==> src/rtl/q_result_link.sv <==
// Purpose: arms the charge-measurement stage, captures its settled result and ships it as a two-byte 8N1 UART frame; flags stalled measurements with an error frame.
// Latency: ready sampled at cycle R -> start bit on tx at R+3; frame is 20*CLKS_PER_BIT cycles; frame end -> next meas_start rise is 3 cycles.
// Backpressure: none accepted; the measurement stage is paced by meas_start/meas_ready, and dropping enable aborts before SEND or stops after the frame.
//
// Ports:
//   clk, rst          system clock, asynchronous active-high reset
//   enable            level; keep cycling measure/transmit while high
//   meas_start        start to the measurement stage (registered)
//   meas_ready        ready from the measurement stage
//   meas_value        q_measured word from the measurement stage
//   tx                UART line, idle high (registered)
//   busy              high whenever the FSM is not in IDLE (registered)
//   timeout_flag      sticky; set on timeout, cleared on the next good capture
module q_result_link #(
    parameter int BUS_WIDTH    = 10,
    parameter int CLKS_PER_BIT = 16,
    parameter int TIMEOUT      = 4096
) (
    input  logic                 clk,
    input  logic                 rst,
    input  logic                 enable,
    output logic                 meas_start,
    input  logic                 meas_ready,
    input  logic [BUS_WIDTH-1:0] meas_value,
    output logic                 tx,
    output logic                 busy,
    output logic                 timeout_flag
);

    localparam int CW = (CLKS_PER_BIT > 1) ? $clog2(CLKS_PER_BIT) : 1;
    localparam int TW = (TIMEOUT > 1) ? $clog2(TIMEOUT) : 1;

    localparam logic [CW-1:0] BIT_LAST   = CW'(CLKS_PER_BIT - 1);
    localparam logic [TW-1:0] TMO_LAST   = TW'(TIMEOUT - 1);
    localparam logic [4:0]    FRAME_LAST = 5'd19;

    typedef enum logic [2:0] {
        IDLE,
        ARM,
        WAIT_READY,
        SETTLE,
        SEND,
        REARM
    } state_t;

    state_t        state;
    logic [TW-1:0] tmo_cnt;
    logic [CW-1:0] clk_cnt;
    logic [4:0]    bit_idx;
    logic          phase;     // marks the second cycle of SETTLE / REARM
    logic [18:0]   tx_sh;     // frame bits still to go after the one on tx

    logic [15:0]   cap_word;
    logic [19:0]   data_frame;
    logic [19:0]   err_frame;

    // Both characters back to back, bit 0 first on the line:
    // start, high byte LSB first, stop, start, low byte LSB first, stop.
    function automatic logic [19:0] frame_of(input logic [15:0] w);
        return {1'b1, w[7:0], 1'b0, 1'b1, w[15:8], 1'b0};
    endfunction

    // Header 2'b10 marks data; it can never collide with the all-ones error word.
    assign cap_word   = {2'b10, 14'(meas_value)};
    assign data_frame = frame_of(cap_word);
    assign err_frame  = frame_of(16'hFFFF);

    always_ff @(posedge clk or posedge rst) begin
        if (rst) begin
            state        <= IDLE;
            meas_start   <= 1'b0;
            tx           <= 1'b1;
            busy         <= 1'b0;
            timeout_flag <= 1'b0;
            tmo_cnt      <= '0;
            clk_cnt      <= '0;
            bit_idx      <= '0;
            phase        <= 1'b0;
            tx_sh        <= '0;
        end else begin
            case (state)
                IDLE: begin
                    meas_start <= 1'b0;
                    tx         <= 1'b1;
                    if (enable) begin
                        state <= ARM;
                        busy  <= 1'b1;
                    end
                end

                ARM: begin
                    tmo_cnt <= '0;
                    if (!enable) begin
                        state      <= IDLE;
                        busy       <= 1'b0;
                        meas_start <= 1'b0;
                    end else begin
                        state      <= WAIT_READY;
                        meas_start <= 1'b1;
                    end
                end

                WAIT_READY: begin
                    if (!enable) begin
                        state      <= IDLE;
                        busy       <= 1'b0;
                        meas_start <= 1'b0;
                    end else if (meas_ready) begin
                        // ready outranks a timeout landing in the same cycle
                        state <= SETTLE;
                        phase <= 1'b0;
                    end else if (tmo_cnt == TMO_LAST) begin
                        timeout_flag <= 1'b1;
                        state        <= SEND;
                        meas_start   <= 1'b0;
                        tx           <= err_frame[0];
                        tx_sh        <= err_frame[19:1];
                        clk_cnt      <= '0;
                        bit_idx      <= '0;
                    end else begin
                        tmo_cnt <= tmo_cnt + 1'b1;
                    end
                end

                SETTLE: begin
                    // q_measured lands one cycle after ready, so sample on the second cycle
                    if (!enable) begin
                        state      <= IDLE;
                        busy       <= 1'b0;
                        meas_start <= 1'b0;
                    end else if (!phase) begin
                        phase <= 1'b1;
                    end else begin
                        timeout_flag <= 1'b0;
                        state        <= SEND;
                        meas_start   <= 1'b0;
                        tx           <= data_frame[0];
                        tx_sh        <= data_frame[19:1];
                        clk_cnt      <= '0;
                        bit_idx      <= '0;
                    end
                end

                SEND: begin
                    // enable is ignored here: a started frame always completes
                    if (clk_cnt == BIT_LAST) begin
                        clk_cnt <= '0;
                        if (bit_idx == FRAME_LAST) begin
                            state <= REARM;
                            phase <= 1'b0;
                            tx    <= 1'b1;
                        end else begin
                            bit_idx <= bit_idx + 1'b1;
                            tx      <= tx_sh[0];
                            tx_sh   <= {1'b0, tx_sh[18:1]};
                        end
                    end else begin
                        clk_cnt <= clk_cnt + 1'b1;
                    end
                end

                REARM: begin
                    // two cycles of start low let the measurement stage clear ready
                    meas_start <= 1'b0;
                    tx         <= 1'b1;
                    if (!phase) begin
                        phase <= 1'b1;
                    end else if (enable) begin
                        state <= ARM;
                    end else begin
                        state <= IDLE;
                        busy  <= 1'b0;
                    end
                end

                default: begin
                    state      <= IDLE;
                    busy       <= 1'b0;
                    meas_start <= 1'b0;
                    tx         <= 1'b1;
                end
            endcase
        end
    end

endmodule

==> config.mk <==
export PLATFORM = sky130hd
export DESIGN_NAME = q_result_link
export DESIGN_NICKNAME = d
export VERILOG_FILES = /design/src/rtl/q_result_link.sv
export SDC_FILE = /design/constraint.sdc
export NUM_CORES = 1
export LEC_CHECK = 0
export ABC_CLOCK_PERIOD_IN_PS = 3550
export BUFFER_PORTS_ARGS = -buffer_cell sky130_fd_sc_hd__buf_4
export CAP_MARGIN = 30
export CORE_UTILIZATION = 45
export CTS_BUF_LIST = sky130_fd_sc_hd__clkbuf_4 sky130_fd_sc_hd__clkbuf_8
export DETAILED_ROUTE_END_ITERATION = 10
export HOLD_SLACK_MARGIN = 0.08
export PLACE_DENSITY = 0.72
export SKIP_CTS_REPAIR_TIMING = 1
export SYNTH_ARGS = -nofsm -noshare
export SYNTH_HDL_FRONTEND = slang
export SYNTH_SLANG_ARGS = --single-unit
==> constraint.sdc <==
create_clock -name clk -period 3.55 [get_ports clk]
set_input_delay 0.355 -clock clk [delete_from_list [all_inputs] [get_ports clk]]
set_output_delay 0.355 -clock clk [all_outputs]
set_load 0.02 [all_outputs]
==> flow_metrics.tcl, run 1 <==
set metrics [dict create \
    gp_congestion 0.798 \
    grt_overflow 0 \
    ff2ff_path_depth 5 \
    route.detailed.drc 0 \
    rrSetupSlack_ns 0.67 \
    syn_area_per_cell_um2 9.56 \
    synthTopCellsByArea "dfrtp_1 (46%), mux2i_1 (7.0%), o21ai_0 (4.3%)" \
    status "completed" \
    worstSetupStartpointType "register" \
    final_nets 302 \
    initialDrtViolationCount 133 \
    synth_edf_count 0 \
    rows 27 \
    io_pins 18 \
    grt_pass1_vias 1931 \
    power.total_w 0.00198 \
    die_h_um 77.5 \
    wl_per_cell_um 14.2 \
    maxCapViolations 0 \
    syn_nets 285 \
    met3RoutedLength_um 116 \
    hpwl_mm 3.47 \
    drv_slew 0 \
    critPathBufInv 1 \
    timing.final.ws_setup_ns 0.668 \
    cts_tree "yes" \
    die_area_um2 6000 \
    criticalPathCategory "register to register" \
    mostFrequentLayoutCell "dfrtp_1" \
    ys_seq_elements 48 \
    final-seq-area_um2 1200 \
    power.density_nw_per_um2 685 \
    worstReg2RegEnd "tx_sh[6]$_DFFE_PP0P_" \
    finalCritPeriodShare_pct 81.2 \
    finalHoldViolCount 0 \
    cts_buffer_depth 2 \
    hp-class "primary input to register" \
    antenna_left 0 \
    fmax_ghz 0.347 \
    critPathLaunch "state[1]$_DFFE_PP0P_" \
    yosys.area.top_type "dfrtp_1" \
    multi_input_area_um2 1200 \
    setup.worst_path.end "tx_sh[6]$_DFFE_PP0P_" \
    finalSetupViolations 0 \
    first_pass_iters 4 \
    fin_skew_ns 0.00900 \
    fin_setup_tns_ns 0 \
    grt_usage_pct 18.6 \
    placed_area_um2 2760 \
    drive_above_1_share_pct 14.3 \
    clkSlewWorstSetupHoldPaths_ns 0.10 \
    worstSkewPairLatency_ns 0.31 \
    synthCells 268 \
    slew_headroom_pct 40.5 \
    cpLargestDelayFamily "simple AND/OR/NAND/NOR gates" \
    numCtsBuffers 5 \
    critPathMaxStageDelay_ns 0.65 \
    synthArstFlopShare_pct 100 \
    ys_warn_count 0 \
    vias_per_cell 5.61 \
    synth_ff_type "dfrtp_1" \
    crit_required_ns 3.78 \
    rsz0062_at_grt "no" \
    place_ws_ns 0.671 \
    die_x_um 77.5 \
    met2_length_mm 2.43 \
    finish.utilization_pct 52.5 \
    port-buffer-count 17 \
    netlist_area_um2 2560 \
    final_cell_mix "dfrtp_1 (47), o21ai_0 (22)" \
    path_cells "or3b_4, a31oi_1, or4_1, buf_4, mux2i_1" \
    arrival_ns 3.11 \
    cts_root_buffer "clkbuf_8" \
    path_max_fanout 29 \
    endpoint_kind "register" \
    core_area_um2 5510 \
    fin_crit_ns 2.88 \
    crit_cells 5 \
    cts_sinks 48 \
    ir_drop_v 0.000310 \
    ys_seq_area_share_pct 46.9 \
    grt_max_degree 41 \
    area_delta_synth_final_pct 12.7 \
    cp_slowest_cell "or4_1" \
    r2r-start "state[1]$_DFFE_PP0P_" \
    synth_cell_type_count 49 \
    worstMarginPinSlew_ns 0.879 \
    antenna_found_initial 0 \
    htreeDepth 2 \
    start_util_pct 46.5 \
    drt-total-wl_mm 5.08 \
    dr_total_vias 2010 \
    final_cell_area_um2 2890 \
    min_delay_path_depth 3 \
    grt_pass1_wl_mm 8.85 \
    m1WireLength_mm 2.44 \
    antennaDiodeCount 0 \
    fill_cells 508 \
    p_leak_nw 1.45 \
    synth_top_area_share_pct 45.9 \
    topRoutingLayerUsed "met4" \
]
-- Yosys cell counts (all sizes together) (6+ instances only) --
cell type	instances
a21oi	8
mux2i	18
xor2	7
nand3	10
dfrtp	47
inv	22
clkbuf	9
nand2	21
nor2	22
o22ai	11
o21ai	22
and3	6
-- routing by layer --
metal / global-route usage [%] / vias to the layer above
met5: 0 / -
met4: 8.49 / 0
met3: 4.24 / 10
met2: 29.6 / 19
met1: 24.1 / 992
li1: - / 989
-- cells by family after synthesis --
group / Yosys count / share of synthesized area [%]
and+or+nand+nor: 91 / 19.4
DFF: 48 / 46.9
xor gates and xnor gates: 7 / 2.39
muxes: 19 / 7.47
adders and majority gates: 3 / 1.46
buffers and inverters: 35 / 6.05
AOI/OAI and AO/OA: 65 / 16.3
-- metrics by stage --
step                instances  hold slack (ns)
floorplan                 268            0.468
global placement          348            0.463
detailed placement        349            0.294
CTS                       357          -0.0496
global route              358            0.325
finish                    358            0.321
-- worst min path at each step --
| stage | start | end |
|---|---|---|
| floorplan | tmo_cnt[1]$_DFFE_PP0P_ | tmo_cnt[1]$_DFFE_PP0P_ |
| global placement | timeout_flag$_DFFE_PP0P_ | timeout_flag$_DFFE_PP0P_ |
| detailed placement | rst | tmo_cnt[7]$_DFFE_PP0P_ |
| CTS | rst | tmo_cnt[1]$_DFFE_PP0P_ |
| global route | meas_value[9] | tx_sh[1]$_DFFE_PP0P_ |
| finish | meas_value[7] | tx_sh[17]$_DFFE_PP0P_ |
-- where the power goes --
part	switching, W	internal (W)	leakage (nW)	total (W)
Sequential	0.000126	0.000705	0.566	0.000831
Combinational	0.000424	0.000299	0.825	0.000723
Clock	0.000194	0.000231	0.0614	0.000425
-- registers in the layout, indices dropped and copies added (netlist names) --
register / flops
tx_sh: 19
tmo_cnt: 12
bit_idx: 5
clk_cnt: 4
state: 3
busy: 1
meas_start: 1
phase: 1
timeout_flag: 1
tx: 1
-- worst register-to-register path: stages (launching register included) --
cell     delay (ns)
dfrtp_1        0.54
or3b_4         0.61
a31oi_1        0.43
or4_1          0.65
buf_4          0.34
mux2i_1        0.23
-- cell type report --
| cell class | count | area share (%) |
|---|---|---|
| well taps | 72 | 3.12 |
| clock buffers | 6 | 2.86 |
| multi-input cells | 185 | 41.7 |
| inverters | 22 | 2.86 |
| flip-flops and latches | 48 | 41.6 |
| repair buffers | 23 | 6.50 |
| clock inverters | 2 | 1.34 |
Note: power is estimated with default switching activity, not from simulation.
==> run 2, diff against run 1 <==
--- a/config.mk
+++ b/config.mk
@@ -5,14 +5,15 @@
 export SDC_FILE = /design/constraint.sdc
 export NUM_CORES = 1
 export LEC_CHECK = 0
-export ABC_CLOCK_PERIOD_IN_PS = 3550
+export ABC_AREA = 1
+export ABC_CLOCK_PERIOD_IN_PS = 2440
 export BUFFER_PORTS_ARGS = -buffer_cell sky130_fd_sc_hd__buf_4
 export CAP_MARGIN = 30
 export CORE_UTILIZATION = 45
 export CTS_BUF_LIST = sky130_fd_sc_hd__clkbuf_4 sky130_fd_sc_hd__clkbuf_8
 export DETAILED_ROUTE_END_ITERATION = 10
 export HOLD_SLACK_MARGIN = 0.08
-export PLACE_DENSITY = 0.72
+export PLACE_DENSITY = 0.74
 export SKIP_CTS_REPAIR_TIMING = 1
 export SYNTH_ARGS = -nofsm -noshare
 export SYNTH_HDL_FRONTEND = slang
==> constraint.sdc (replaced) <==
create_clock -name clk -period 2.44 [get_ports clk]
set_input_delay 0.244 -clock clk [delete_from_list [all_inputs] [get_ports clk]]
set_output_delay 0.244 -clock clk [all_outputs]
set_load 0.02 [all_outputs]
==> flow_metrics.tcl, run 2 <==
set metrics [dict create \
    holdWs_ns 0.296 \
    antenna_left 0 \
    slew_headroom_pct 60.8 \
    synthArstFlopShare_pct 100 \
    route.detailed.drc 0 \
    synthCells 402 \
    grt_overflow 0 \
    cts_buffer_depth 2 \
    path_common_cell "nand2_1" \
    io_pins 18 \
    reg.largest.list "tx_sh x19, tmo_cnt x12, bit_idx x5" \
    timing.final.ws_setup_ns 0.316 \
    die_h_um 81.4 \
    power.density_nw_per_um2 979 \
    antenna_found_initial 0 \
    ys_seq_area_share_pct 42.4 \
    die_area_um2 6620 \
    cts_root_buffer "clkbuf_8" \
    yosys.area.top_type "dfrtp_1" \
    synth_top_area_share_pct 41.5 \
    hp-class "primary input to register" \
    clkSlewWorstSetupHoldPaths_ns 0.08 \
    endpoint_kind "register" \
    largest_reg_flops 19 \
    status "completed" \
    ys_seq_elements 48 \
    mostFrequentLayoutCell "nand2_1" \
    port-buffer-count 17 \
    wl_per_cell_um 12.4 \
    top_register "tx_sh" \
    numCtsBuffers 5 \
    finalHoldViolCount 0 \
    ir_drop_v 0.000516 \
    synth_commonest_cells "nand2_1 (166), dfrtp_1 (47), nand3_1 (30), nand4_1 (30), nor2_1 (29)" \
    criticalPathCategory "register to register" \
    worstMarginPinSlew_ns 0.586 \
    fin_skew_ns 0.00761 \
    finalSetupViolations 0 \
    fin_setup_tns_ns 0 \
    rsz0062_at_grt "no" \
    worstSetupStartpointType "register" \
    grt_max_degree 25 \
    synth_edf_count 0 \
    start_util_pct 47.3 \
    drive_above_1_share_pct 12.4 \
    synthTopCellsByArea "dfrtp_1 (41%), nand2_1 (22%), nand4_1 (6.6%)" \
    cts_sinks 48 \
    worstSkewPairLatency_ns 0.30 \
    path_max_fanout 24 \
    maxCapViolations 0 \
    drt-total-wl_mm 6.14 \
    cts_tree "yes" \
    synth_most_common_cell "nand2_1" \
    antennaDiodeCount 0 \
    arrival_ns 2.31 \
    fin_crit_ns 2.12 \
    drv_slew 0 \
    syn_area_per_cell_um2 7.05 \
    power.total_w 0.00308 \
    ys_warn_count 0 \
    synth_cell_type_count 26 \
    htreeDepth 2 \
    critPathMaxStageDelay_ns 0.46 \
    final_cell_mix "nand2_1 (166), dfrtp_1 (47), nand3_1 (30), nand4_1 (30), nor2_1 (29)" \
    dp_cells 487 \
    path_cells "nor2_2, nand2_2, inv_2, nor2_1, nor2_4, nand3_2, nand2_1, nand2_1" \
    crit_required_ns 2.62 \
    dr_total_vias 2606 \
    grt_usage_pct 20.7 \
    rrSetupSlack_ns 0.32 \
    initialDrtViolationCount 185 \
    critPathBufInv 1 \
    area_delta_synth_final_pct 11.0 \
    finalCritPeriodShare_pct 87.0 \
    grt_pass1_wl_mm 10.6 \
    cp_slowest_cell "dfrtp_1" \
    core_area_um2 5990 \
    gp_congestion 0.917 \
    syn_nets 419 \
    synth_ff_type "dfrtp_1" \
    netlist_area_um2 2840 \
    first_pass_iters 5 \
    die_x_um 81.4 \
    place_ws_ns 0.335 \
    fmax_ghz 0.471 \
    p_leak_nw 1.55 \
    final_nets 437 \
    vias_per_cell 5.26 \
    finalNonFillerCells 495 \
    hpwl_mm 4.24 \
    rows 28 \
    grt_pass1_vias 2355 \
    cpLargestDelayFamily "simple AND/OR/NAND/NOR gates" \
]
## run 2: changes by cell type after synthesis, sizes merged, moves of 6 or more
| cell | change |
|---|---|
| nand2 | +147 |
| buf | +11 |
| inv | +7 |
| nand4 | +25 |
| clkbuf | -8 |
| and3 | -6 |
| nor2 | +13 |
| nand3 | +23 |
| mux2i | -18 |
| o22ai | -11 |
## run 2: worst min-delay path, stage by stage
cell	delay [ns]
buf_4	0.14
nand3_1	0.11
nand2_1	0.06
## run 2: area by class of cell
cell class	count	area, um2
sequential	48	1200
fill	575	2840
tap	75	93.8
multi-input combinational	309	1440
inverter	29	109
timing repair buffer	27	205
clock buffer	7	96.3
## run 2: kinds of logic after synthesis
family | synth area share, %
XOR/XNOR | 1.85
AND/OR/NAND/NOR | 42.1
buffers and inverters | 6.80
adder cells (fa/ha/maj) | 1.32
flip-flops | 42.4
AO/OA/AOI/OAI | 5.52
## run 2: where the power goes
part	total, W	leakage (nW)	switching, W	internal [W]
sequential	0.00123	0.615	0.000175	0.00106
combinational	0.00134	0.883	0.000890	0.000450
clock	0.000507	0.0503	0.000255	0.000253
total	0.00308	1.55	0.00132	0.00176
## run 2: path summary, 6_finish.rpt
check | startpoint | endpoint | cells after the start
min | enable | meas_start$_DFFE_PP0P_ | 3
max reg2reg | state[0]$_DFFE_PP0P_ | tx_sh[9]$_DFFE_PP0P_ | 8
min in group asynchronous | rst | tx_sh[2]$_DFFE_PP0P_ | 3
max in group asynchronous | rst | tx$_DFFE_PP1P_ | 4
min reg2reg | tx$_DFFE_PP1P_ | tx$_DFFE_PP1P_ | 2
max | state[0]$_DFFE_PP0P_ | tx_sh[9]$_DFFE_PP0P_ | 8
## run 2: layer usage
metal	GRT usage [%]	wire, um
met5	0	0
met3	3.37	240
met2	33.2	2870
met1	28.1	2940
met4	7.50	91
## run 2: stage by stage
| step | instance area (um2) | util (%) |
|---|---|---|
| 6_report | 3150 | 52.5 |
| 5_1_grt | 3150 | 52.5 |
| 4_1_cts | 3140 | 52.4 |
| 3_5_place_dp | 3040 | 50.8 |
| 3_3_place_gp | 3040 | 50.8 |
| 2_1_floorplan | 2840 | - |
